### config.mk
export PLATFORM = sky130hd
export DESIGN_NAME = uart_rx_fifo_flat
export DESIGN_NICKNAME = d
export VERILOG_FILES = /design/src/rtl/uart_rx_fifo_if.sv /design/src/rtl/uart_rx_fifo.sv /design/src/flat_wrapper.sv
export SDC_FILE = /design/constraint.sdc
export NUM_CORES = 1
export LEC_CHECK = 0
export CAP_MARGIN = 20
export CORE_MARGIN = 2
export CORE_UTILIZATION = 62
export DETAILED_ROUTE_END_ITERATION = 16
export PLACE_DENSITY = 0.82
export RECOVER_POWER = 50
export SYNTH_ARGS = -nofsm -noshare
export SYNTH_HDL_FRONTEND = slang
export SYNTH_SLANG_ARGS = --single-unit
### constraint.sdc
create_clock -name clk -period 4.5 [get_ports clk]
set_input_delay 0.9 -clock clk [delete_from_list [all_inputs] [get_ports clk]]
set_output_delay 0.9 -clock clk [all_outputs]
set_load 0.01 [all_outputs]
### src/rtl/uart_rx_fifo_if.sv
// Bus between uart/io side (master) and the rx byte FIFO (slave).
// thresh/irq exist only when UART_RX_FIFO_IRQ_EN is defined.
interface uart_rx_fifo_if #(
  parameter int AW = 4
);
  logic [7:0]  rx_data;
  logic        rx_done;
  logic        rd;
  logic [7:0]  rd_data;
  logic        empty;
  logic        full;
  logic [AW:0] count;
  logic        overrun;
  logic        clr_overrun;
`ifdef UART_RX_FIFO_IRQ_EN
  logic [AW:0] thresh;
  logic        irq;

  modport master (
    output rx_data, rx_done, rd, clr_overrun, thresh,
    input  rd_data, empty, full, count, overrun, irq
  );
  modport slave (
    input  rx_data, rx_done, rd, clr_overrun, thresh,
    output rd_data, empty, full, count, overrun, irq
  );
`else
  modport master (
    output rx_data, rx_done, rd, clr_overrun,
    input  rd_data, empty, full, count, overrun
  );
  modport slave (
    input  rx_data, rx_done, rd, clr_overrun,
    output rd_data, empty, full, count, overrun
  );
`endif
endinterface

### src/rtl/uart_rx_fifo.sv
// UART receive byte FIFO, first-word-fall-through (write visible after 1 edge); no backpressure to
// the uart: a push into a full FIFO without a same-cycle pop is dropped and sets sticky overrun. Optional irq: UART_RX_FIFO_IRQ_EN.
module uart_rx_fifo #(
  parameter int DEPTH = 16,
  parameter int AW    = 4
) (
  input  logic           clk,
  input  logic           rst,
  uart_rx_fifo_if.slave  bus
);

  logic [7:0]    mem [DEPTH];
  logic [AW-1:0] wr_ptr;
  logic [AW-1:0] rd_ptr;
  logic [AW:0]   count_q;
  logic [AW:0]   count_nxt;
  logic          empty_q;
  logic          full_q;
  logic          overrun_q;
  logic          do_wr;
  logic          do_rd;
  logic          drop;

  assign do_rd = bus.rd && !empty_q;
  // A pop in the same cycle frees the slot, so a full FIFO still accepts the byte.
  assign do_wr = bus.rx_done && (!full_q || bus.rd);
  assign drop  = bus.rx_done && full_q && !bus.rd;

  always_comb begin
    count_nxt = count_q;
    case ({do_wr, do_rd})
      2'b10:   count_nxt = count_q + (AW+1)'(1);
      2'b01:   count_nxt = count_q - (AW+1)'(1);
      default: count_nxt = count_q;
    endcase
  end

  always_ff @(posedge clk or posedge rst) begin
    if (rst) begin
      wr_ptr    <= '0;
      rd_ptr    <= '0;
      count_q   <= '0;
      empty_q   <= 1'b1;
      full_q    <= 1'b0;
      overrun_q <= 1'b0;
    end else begin
      if (do_wr) wr_ptr <= wr_ptr + AW'(1);
      if (do_rd) rd_ptr <= rd_ptr + AW'(1);
      count_q <= count_nxt;
      empty_q <= (count_nxt == '0);
      full_q  <= (count_nxt == (AW+1)'(DEPTH));
      if (drop)
        overrun_q <= 1'b1;
      else if (bus.clr_overrun)
        overrun_q <= 1'b0;
    end
  end

  always_ff @(posedge clk) begin
    if (do_wr) mem[wr_ptr] <= bus.rx_data;
  end

  assign bus.rd_data = mem[rd_ptr];
  assign bus.empty   = empty_q;
  assign bus.full    = full_q;
  assign bus.count   = count_q;
  assign bus.overrun = overrun_q;

`ifdef UART_RX_FIFO_IRQ_EN
  logic irq_q;

  always_ff @(posedge clk or posedge rst) begin
    if (rst)
      irq_q <= 1'b0;
    else
      irq_q <= (bus.thresh != '0) && (count_nxt >= bus.thresh);
  end

  assign bus.irq = irq_q;
`endif

endmodule

### src/flat_wrapper.sv
// flat-port wrapper written by rule: the top's interface ports become plain ports
module uart_rx_fifo_flat 
#(
  parameter int DEPTH = 16,
  parameter int AW    = 4
)
  (clk, rst, bus_rx_data, bus_rx_done, bus_rd, bus_clr_overrun, bus_rd_data, bus_empty, bus_full, bus_count, bus_overrun);
  uart_rx_fifo_if #(.AW(AW)) bus_i ();
  input  logic clk;
  input  logic rst;
  input wire logic [$bits(bus_i.rx_data)-1:0] bus_rx_data;
  input wire logic [$bits(bus_i.rx_done)-1:0] bus_rx_done;
  input wire logic [$bits(bus_i.rd)-1:0] bus_rd;
  input wire logic [$bits(bus_i.clr_overrun)-1:0] bus_clr_overrun;
  output wire logic [$bits(bus_i.rd_data)-1:0] bus_rd_data;
  output wire logic [$bits(bus_i.empty)-1:0] bus_empty;
  output wire logic [$bits(bus_i.full)-1:0] bus_full;
  output wire logic [$bits(bus_i.count)-1:0] bus_count;
  output wire logic [$bits(bus_i.overrun)-1:0] bus_overrun;
  assign bus_i.rx_data = bus_rx_data;
  assign bus_i.rx_done = bus_rx_done;
  assign bus_i.rd = bus_rd;
  assign bus_i.clr_overrun = bus_clr_overrun;
  assign bus_rd_data = bus_i.rd_data;
  assign bus_empty = bus_i.empty;
  assign bus_full = bus_i.full;
  assign bus_count = bus_i.count;
  assign bus_overrun = bus_i.overrun;
  uart_rx_fifo #(.DEPTH(DEPTH), .AW(AW)) u_core (.clk(clk), .rst(rst), .bus(bus_i));
endmodule
# After elaboration in Yosys (flattened, before gate mapping)
# Memory sizes are Yosys's and may differ from the RTL's.
# Index checks and enable logic that the tools add are counted.
# classes
n_shift	0
muxes	5
multipliers	0
bitwise	0
n_reduce_logical	10
n_div	0
n_addsub	4
n_eq_ne	3
n_lt_le_gt_ge	0
# op_table
cell	n
5-bit one-hot mux with 2 select lines	1
4-bit by 1-bit adder with 4-bit output, second input constant	2
5-bit by 1-bit adder with 5-bit output, second input constant	1
5-bit equality test, second input constant	1
5-bit logical NOT	1
5-bit by 1-bit subtractor with 5-bit output, second input constant	1
1-bit logical AND	4
1-bit 2-to-1 mux	4
1-bit logical NOT	3
2-bit by 1-bit equality test with 1-bit output, second input constant	1
2-bit equality test, second input constant	1
2-bit nonzero test	1
1-bit logical OR	1
# totals
wordCells	29
latch_bits	0
ramBits	128
in_bits	13
out_inout_bits	16
mem_count	1
mem_bits_ro	0
reg_bits	16
# memory_table
memory	depth	word_bits	read_ports	rd_clocked_by_memory_dff	write_ports	line_no	source
u_core.mem	16	8	1	0	1	uart_rx_fifo.sv:12	logic [7:0] mem [DEPTH];

# Logic depth before layout (Yosys ltp)
# Gate-level depths: netlist (run 1).
# logic_depth
ltp_word	6
depth_mapped	11
mapped_depth_nobuf	9

# Least setup slack after synthesis (run 1)
# OpenSTA, ideal clock, no wires.
# synth_path
path_type	input to register
from	input bus_rd
to	register u_core.empty_q, in the netlist u_core.bus.empty
path_buffers	2
setup_slack_ps	1693
arrival_ps	2725
required_ps	4418
cell_stages	10
setup_ps	82
path_cell_list	nand2b_1 and2_1 clkbuf_1 inv_2 ha_1 buf_2 a22o_1 a32o_1 a211o_1 nor3_1
# synth_via
elab_chain_len	5
elab_cells_between_ends	7
cone_classes	eq/ne: 2; mux: 1; reduce/logical: 4
# synth_rtl
item	line_no	source
start: declaration	flat_wrapper.sv:13	input wire logic [$bits(bus_i.rd)-1:0] bus_rd;
1-bit logical OR	uart_rx_fifo.sv:26	assign do_wr = bus.rx_done && (!full_q || bus.rd);
1-bit logical AND	uart_rx_fifo.sv:26	
2-bit by 1-bit equality test with 1-bit output / 2-bit equality test (equally long branches)	uart_rx_fifo.sv:31	case ({do_wr, do_rd})
5-bit one-hot mux with 2 select lines *	uart_rx_fifo.sv:31	
named net u_core.count_nxt[3]	uart_rx_fifo.sv:16	logic [AW:0] count_nxt;
5-bit logical NOT *	uart_rx_fifo.sv:50	empty_q <= (count_nxt == '0);
end signal: assignment	uart_rx_fifo.sv:50	
end: declaration	uart_rx_fifo.sv:17	logic empty_q;
# Mark *: on every way through the listed nets, which the timed path passes. The rest lies on a longest branch.
# A chain may end at the register's enable or synchronous reset.

# Worst setup path in the final report (run 1)
# layout_path
from	register u_core.rd_ptr[0]
to	output bus_rd_data[6]
# layout_via
elab_chain_len	1
# layout_rtl
item	line_no	source
start: declaration	uart_rx_fifo.sv:14	logic [AW-1:0] rd_ptr;
start signal: assignment	uart_rx_fifo.sv:48	if (do_rd) rd_ptr <= rd_ptr + AW'(1);
memory 16 x 8 bit	-	
end: declaration	flat_wrapper.sv:15	output wire logic [$bits(bus_i.rd_data)-1:0] bus_rd_data;
# No other way between the ends.

==> impl_metrics.csv, run 1 <==
group,metric,value,unit
worst_setup_path,worstPathArrival,3.10,ns
logic_synthesis,ys_seq_elements,144,
worst_setup_path,slowest_delay,0.79,ns
clock_tree,clock_path_buffers,2,
detailed_routing,firstDrtPassIters,7,
worst_setup_path,rr_worst_depth,9,
detailed_routing,via_per_inst,6.17,
detailed_routing,routed_wl,12300,µm
worst_setup_path,worstPathRequired,3.60,ns
worst_setup_path,crit_family,"buffers and inverters",
detailed_routing,wl_per_cell,22.8,µm
clock_tree,path_clk_slew,0.06,ns
outcome,outcome,"finished, final reports clean",
logic_synthesis,postSynth.asyncResetShare,11.1,%
die,start_util,64.6,%
power,clock_power_share,28.9,%
global_route,grt_max_degree,27,
logic_synthesis,syn_nets,385,
timing,final.setup.tns,0,ns
worst_setup_path,cp-start-kind,"flip-flop",
logic_synthesis,synth_edf_count,128,
die,core_area,9330,µm²
logic_synthesis,synthMuxAreaShare,12.0,%
logic_synthesis,ys_warn_count,0,
timing,finClkSkew,0.00546,ns
timing,tightest_slew,1.04,ns
flow_run,cap_violations,0,
place,place_inst,508,
power,p_seq_share,38.9,%
clock_tree,post_cts_buffers,0,
global_route,overflow,0,
worst_setup_path,cp_max_fo,26,
worst_setup_path,path_buf_inv,2,
logic_synthesis,synth_area_leaders,"edfxtp_1 64%, dfrtp_1 6.2%, mux4_2 6.0%, mux2i_1 4.2%, mux2_2 1.9%",
timing,hold_violations,0,
timing,clock.fmax,0.250,GHz
clock_tree,cts_root_buffer,"clkbuf_8",
power,powerDensity,667,nW/µm²
die,die_x,103,µm
detailed_routing,drtIter0Drc,227,
power,netSwitchingFraction,32.6,%
worst_setup_path,path_cells,"buf_12 -> mux2i_1 -> a221oi_1 -> o21ai_0 -> nand2_1 -> clkdlybuf4s50_1",
worst_setup_path,critPathCaptureType,"primary output",
clock_tree,cts_tree,"yes",
power,p_int,3.16,mW
timing,hold_slack,0.577,ns
clock_tree,cts_num_sinks,144,
die,ioPinCount,29,
hold_path,worstHoldStart,"u_core.bus.overrun",
logic_synthesis,synth_compound_area_share,6.46,%
hold_path,min_path_cells,2,
power,combinationalPowerShare,32.3,%
global_route,grt_pass1_vias,3377,
clock_tree,cts_buffers,17,
finish,area_growth,16.6,%
global_route,antenna_found_initial,1,
place,io_buffer_count,28,
logic_synthesis,synthCells,364,
logic_synthesis,syn_area,6030,µm²
die,die_h,103,µm
finish,instances_no_fill,541,
finish,antennaDiodeCount,0,
timing,rsz0062_at_grt,"no",
worst_setup_path,critPathKind,"reg2out",
logic_synthesis,syn_avg_cell_area,16.6,µm²
detailed_routing,dr_total_vias,3337,
die,dieArea,10500,µm²
timing,fin_crit,4.00,ns
detailed_routing,antenna_left,0,
power,p_sw,1.53,mW
timing,slew_headroom,30.5,%
logic_synthesis,synth-xor-area-share,1.31,%
logic_synthesis,synth-adder-area-share,1.66,%
hold_path,worstHoldEndpoint,"u_core.bus.overrun",
worst_setup_path,r2r-end,"u_core.bus.empty",
logic_synthesis,synth_simple_gate_area_share,5.52,%
detailed_routing,drc,0,
logic_synthesis,synth_area_leader_cell,"edfxtp_1",
global_route,grt_use_total,25.6,%
timing,setup_viol,0,
power,power_leakage,2.45,nW
power,irDropWorstVdd,0.386,mV
logic_synthesis,synth_top_family_by_area,"multiplexers",
place,place.gp.congestion,0.800,
clock_tree,holdBufCountCts,0,
logic_synthesis,ys_seq_area_share,70.5,%
clock_tree,worstSkewPairLatency,0.51,ns
finish,nets,420,
timing,maxSlewViolCount,0,
hold_path,hold_class,"reg2reg",
die,std_cell_rows,35,
place,dp_hpwl,7520,µm
timing,post-route-period-util,88.9,%
worst_setup_path,r2r_slack,1.93,ns
logic_synthesis,synthFlopType,"edfxtp_1",
logic_synthesis,yosysUniqueCellTypes,48,
finish,drive_gt1_share,19.2,%
worst_setup_path,r2r_start,"u_core.bus.full",
global_route,grt_pass1_wl,18800,µm
worst_setup_path,slowest_stage,"dfrtp_2",
logic_synthesis,synth.top_cell.area_share,63.8,%
finish,fin_util,75.3,%
clock_tree,ctsResizeCount,0,
clock_tree,htree_levels,4,
-- cell families (layout without fill, tap and decap cells) --
group / Yosys count / in the layout
flip-flops: 144 / 144
AND/OR/NAND/NOR: 61 / 61
AO/OA/AOI/OAI: 57 / 57
multiplexers: 51 / 51
buffers and inverters: 34 / 82
XOR/XNOR: 9 / 9
adder cells (fa/ha/maj): 8 / 8
-- per-stage QoR --
| stage | area (µm²) | power (mW) | setup WS, ns |
|---|---|---|---|
| floorplan | 6030 | 2.79 | 1.69 |
| global placement | 6450 | 3.29 | 1.11 |
| detailed placement | 6450 | 3.34 | 1.03 |
| CTS | 7020 | 4.70 | 0.528 |
| global route | 7030 | 4.90 | 0.384 |
| finish | 7030 | 4.69 | 0.502 |
-- power by group through the flow --
stage                     registers [mW]  clock network [mW]  logic (mW)
after detailed placement            1.85                   0        1.49
final                               1.82                1.35        1.51
after floorplan                     1.73                   0        1.06
after global placement              1.83                   0        1.46
after global routing                1.85                1.43        1.63
after CTS                           1.83                1.36        1.51
-- worst register-to-register path, stage by stage (launching register included) --
cell	delay [ns]
dfrtp_1	0.39
nand2b_1	0.09
and2_0	0.43
inv_2	0.14
ha_1	0.34
or2_2	0.31
o221a_2	0.23
a31oi_1	0.20
o2111ai_2	0.14
nor3_1	0.22
-- placed cells by master, fill, tap and decap left out, types with 8 or more instances in the layout --
| cell type | count |
|---|---|
| edfxtp_1 | 128 |
| mux2i_1 | 25 |
| o21ai_0 | 19 |
| clkdlybuf4s50_1 | 18 |
| nand2_1 | 16 |
| mux4_2 | 16 |
| clkbuf_16 | 16 |
| dfrtp_1 | 14 |
| inv_1 | 11 |
| mux2_2 | 10 |
| dlygate4sd3_1 | 10 |
| a21oi_1 | 9 |
| nor2_1 | 9 |
| and2_1 | 9 |
| a221oi_1 | 8 |
| a22oi_1 | 8 |
| ha_1 | 8 |
| buf_4 | 8 |
-- worst max path at each step --
stage                     start               end  slack [ns]  cells after the start
3_5_place_dp             bus_rd   u_core.bus.full        1.03                      9
6_report       u_core.rd_ptr[0]    bus_rd_data[6]        0.50                      6
2_1_floorplan            bus_rd  u_core.bus.empty        1.69                     10
4_1_cts        u_core.rd_ptr[0]    bus_rd_data[2]        0.53                      7
3_3_place_gp             bus_rd   u_core.bus.full        1.11                     10
5_1_grt        u_core.rd_ptr[0]    bus_rd_data[2]        0.38                      7
-- sequential cells by signal (all words and copies together), names as in the netlist --
name	cells
u_core.bus.count	5
u_core.bus.empty	1
u_core.bus.full	1
u_core.bus.overrun	1
u_core.mem	128
u_core.rd_ptr	4
u_core.wr_ptr	4
-- final cells by class --
class,count,area [µm²]
flip-flops and latches,144,4250
multi-input cells,186,1640
fillers,552,2300
clock inverters,15,158
inverters,12,45.0
clock buffers,17,414
repair buffers,38,368
well taps,129,161
-- Yosys cell counts (2+ instances only) --
| library cell | count |
|---|---|
| dfrtp_1 | 15 |
| a22oi_1 | 8 |
| nand2b_1 | 3 |
| nor2b_1 | 3 |
| nor4_1 | 4 |
| ha_1 | 8 |
| buf_2 | 8 |
| inv_1 | 11 |
| buf_4 | 3 |
| mux4_2 | 16 |
| mux2i_1 | 25 |
| clkbuf_1 | 10 |
| nor3_1 | 2 |
| and2_1 | 10 |
| mux2_2 | 10 |
| nor3b_2 | 2 |
| nand2_1 | 16 |
| edfxtp_1 | 128 |
| nand3_1 | 4 |
| xor2_1 | 4 |
| o21ai_0 | 19 |
| nor2_1 | 9 |
| a21oi_1 | 9 |
| a211o_1 | 2 |
| xnor2_1 | 5 |
| a221oi_1 | 8 |
-- metal layers --
metal / part of all wire (%) / GRT usage [%] / vias up
li1: - / - / 1497
met1: 41 / 34.0 / 1685
met2: 50 / 40.7 / 143
met3: 7.7 / 7.73 / 12
met4: 1.2 / 9.23 / 0
met5: 0 / 0 / -
No activity file was read; power rests on OpenSTA's default activity.
==> run 2: changes to the inputs <==
--- a/config.mk
+++ b/config.mk
@@ -11,6 +11,7 @@
 export DETAILED_ROUTE_END_ITERATION = 16
 export PLACE_DENSITY = 0.82
 export RECOVER_POWER = 50
+export SKIP_LAST_GASP = 1
 export SYNTH_ARGS = -nofsm -noshare
 export SYNTH_HDL_FRONTEND = slang
 export SYNTH_SLANG_ARGS = --single-unit
==> results of run 2 <==
Same layout as run 1: the final DEF is identical, and so are final timing and power.
==> run 3: changes to the inputs <==
--- a/config.mk
+++ b/config.mk
@@ -5,7 +5,7 @@
 export SDC_FILE = /design/constraint.sdc
 export NUM_CORES = 1
 export LEC_CHECK = 0
-export CAP_MARGIN = 20
+export CAP_MARGIN = 0
 export CORE_MARGIN = 2
 export CORE_UTILIZATION = 62
 export DETAILED_ROUTE_END_ITERATION = 16
==> run 3 against run 2 <==
Effect of this change:
- non-clock buffer count shrank 1
- clock power is essentially flat
- die area is the same
- register-to-register slack is essentially flat
- largest power group unchanged
- highest routed layer unchanged
==> impl_metrics.csv, run 3 (synthesis results as in run 1) <==
group,metric,value,unit
timing,maxSlewViolCount,0,
worst_setup_path,cp_max_fo,26,
clock_tree,htree_levels,4,
clock_tree,post_cts_buffers,0,
worst_setup_path,critPathCaptureType,"primary output",
timing,slew_headroom,20.0,%
global_route,grt_pass1_vias,3377,
place,place.gp.congestion,0.800,
clock_tree,holdBufCountCts,0,
global_route,grt_use_total,25.6,%
worst_setup_path,rr_worst_depth,9,
global_route,antenna_found_initial,1,
hold_path,hold_class,"reg2reg",
die,dieArea,10500,µm²
detailed_routing,firstDrtPassIters,4,
worst_setup_path,cp_num_cells,6,
timing,fin_crit,3.97,ns
clock_tree,path_clk_slew,0.06,ns
clock_tree,cts_tree,"yes",
detailed_routing,routed_wl,12200,µm
finish,instances_no_fill,540,
power,irDropWorstVdd,0.385,mV
global_route,overflow,0,
worst_setup_path,path_cells,"buf_12 -> mux2i_1 -> a221oi_1 -> o21ai_0 -> nand2_1 -> clkdlybuf4s50_1",
worst_setup_path,startpoint,"u_core.rd_ptr[0]",
worst_setup_path,slowest_stage,"dfrtp_2",
place,place_inst,508,
detailed_routing,via_per_inst,6.23,
hold_path,min_path_cells,2,
place,io_buffer_count,28,
finish,mostFrequentLayoutCell,"edfxtp_1",
detailed_routing,drtIter0Drc,259,
finish,area_growth,16.5,%
timing,hold_violations,0,
outcome,outcome,"finished, final reports clean",
finish,final_cell_mix,"128 x edfxtp_1, 25 x mux2i_1, 19 x o21ai_0",
finish,design_area,7020,µm²
timing,finClkSkew,0.00542,ns
worst_setup_path,critPathKind,"reg2out",
die,die_x,103,µm
timing,tightest_slew,1.19,ns
timing,rsz0062_at_grt,"no",
worst_setup_path,r2r_start,"u_core.bus.full",
worst_setup_path,worstPathArrival,3.07,ns
finish,largest_register_ffs,128,
clock_tree,clock_path_buffers,2,
worst_setup_path,crit_end,"bus_rd_data[6]",
finish,drive_gt1_share,19.0,%
die,start_util,64.6,%
detailed_routing,antenna_left,0,
global_route,grt_max_degree,27,
finish,nets,419,
global_route,grt_pass1_wl,18800,µm
finish,top_register,"u_core.mem",
timing,final.setup.tns,0,ns
worst_setup_path,worstPathRequired,3.60,ns
worst_setup_path,cp-start-kind,"flip-flop",
finish,antennaDiodeCount,0,
die,die_h,103,µm
die,std_cell_rows,35,
finish,n_fill_cell,552,
timing,post-route-period-util,88.2,%
timing,clock.fmax,0.252,GHz
clock_tree,cts_root_buffer,"clkbuf_8",
die,ioPinCount,29,
worst_setup_path,r2r_slack,1.94,ns
hold_path,worstHoldStart,"u_core.bus.overrun",
power,power_leakage,2.45,nW
detailed_routing,wl_per_cell,22.7,µm
worst_setup_path,r2r-end,"u_core.bus.empty",
clock_tree,ctsResizeCount,0,
timing,setup_viol,0,
flow_run,cap_violations,0,
power,powerDensity,668,nW/µm²
worst_setup_path,slowest_delay,0.79,ns
clock_tree,cts_buffers,17,
detailed_routing,dr_total_vias,3365,
place,postPlaceCellArea,6450,µm²
die,core_area,9330,µm²
detailed_routing,drc,0,
timing,hold_slack,0.576,ns
worst_setup_path,crit_family,"buffers and inverters",
place,dp_hpwl,7520,µm
worst_setup_path,path_buf_inv,2,
clock_tree,worstSkewPairLatency,0.51,ns
clock_tree,cts_num_sinks,144,
[run 3: through the flow]
stage	power [mW]	utilization [%]	worst slack [ns]
floorplan	2.79	-	1.69
global placement	3.29	69.1	1.11
detailed placement	3.34	69.1	1.03
CTS	4.70	75.3	0.528
global route	4.90	75.3	0.384
finish	4.69	75.3	0.530
[run 3: where the power goes]
part	leakage [nW]	switching (mW)	internal, mW	total (mW)
clock	0.284	0.557	0.796	1.35
sequential	1.35	0.186	1.64	1.82
combinational	0.820	0.785	0.727	1.51
total	2.45	1.53	3.16	4.69
[run 3: per-layer routing]
metal / global-route usage, % / up-vias / routed length [µm]
met5: 0 / - / 0
met4: 9.23 / 0 / 158
met3: 7.73 / 15 / 881
met2: 40.7 / 149 / 6160
met1: 34.0 / 1705 / 5040
li1: - / 1496 / -
[run 3: worst min-delay path by stage]
stage / end
floorplan: u_core.bus.overrun
global placement: u_core.bus.overrun
detailed placement: u_core.bus.overrun
CTS: u_core.bus.overrun
global route: u_core.bus.overrun
finish: u_core.bus.overrun
[run 3: layout make-up]
cell class                 count  area (µm²)  share of cell area [%]
tap                          129         161                    2.30
clock buffer                  17         414                    5.90
multi-input combinational    186        1640                    23.3
clock inverter                15         158                    2.25
sequential                   144        4250                    60.5
inverter                      12        45.0                   0.642
timing repair buffer          37         360                    5.13
[run 3: worst register-to-register path, stage by stage (launching register included)]
cell and delay (ns):
dfrtp_1 0.39, nand2b_1 0.09, and2_0 0.41, inv_2 0.15, ha_1 0.34, or2_2 0.31, o221a_2 0.23, a31oi_1 0.20
o2111ai_2 0.14, nor3_1 0.22
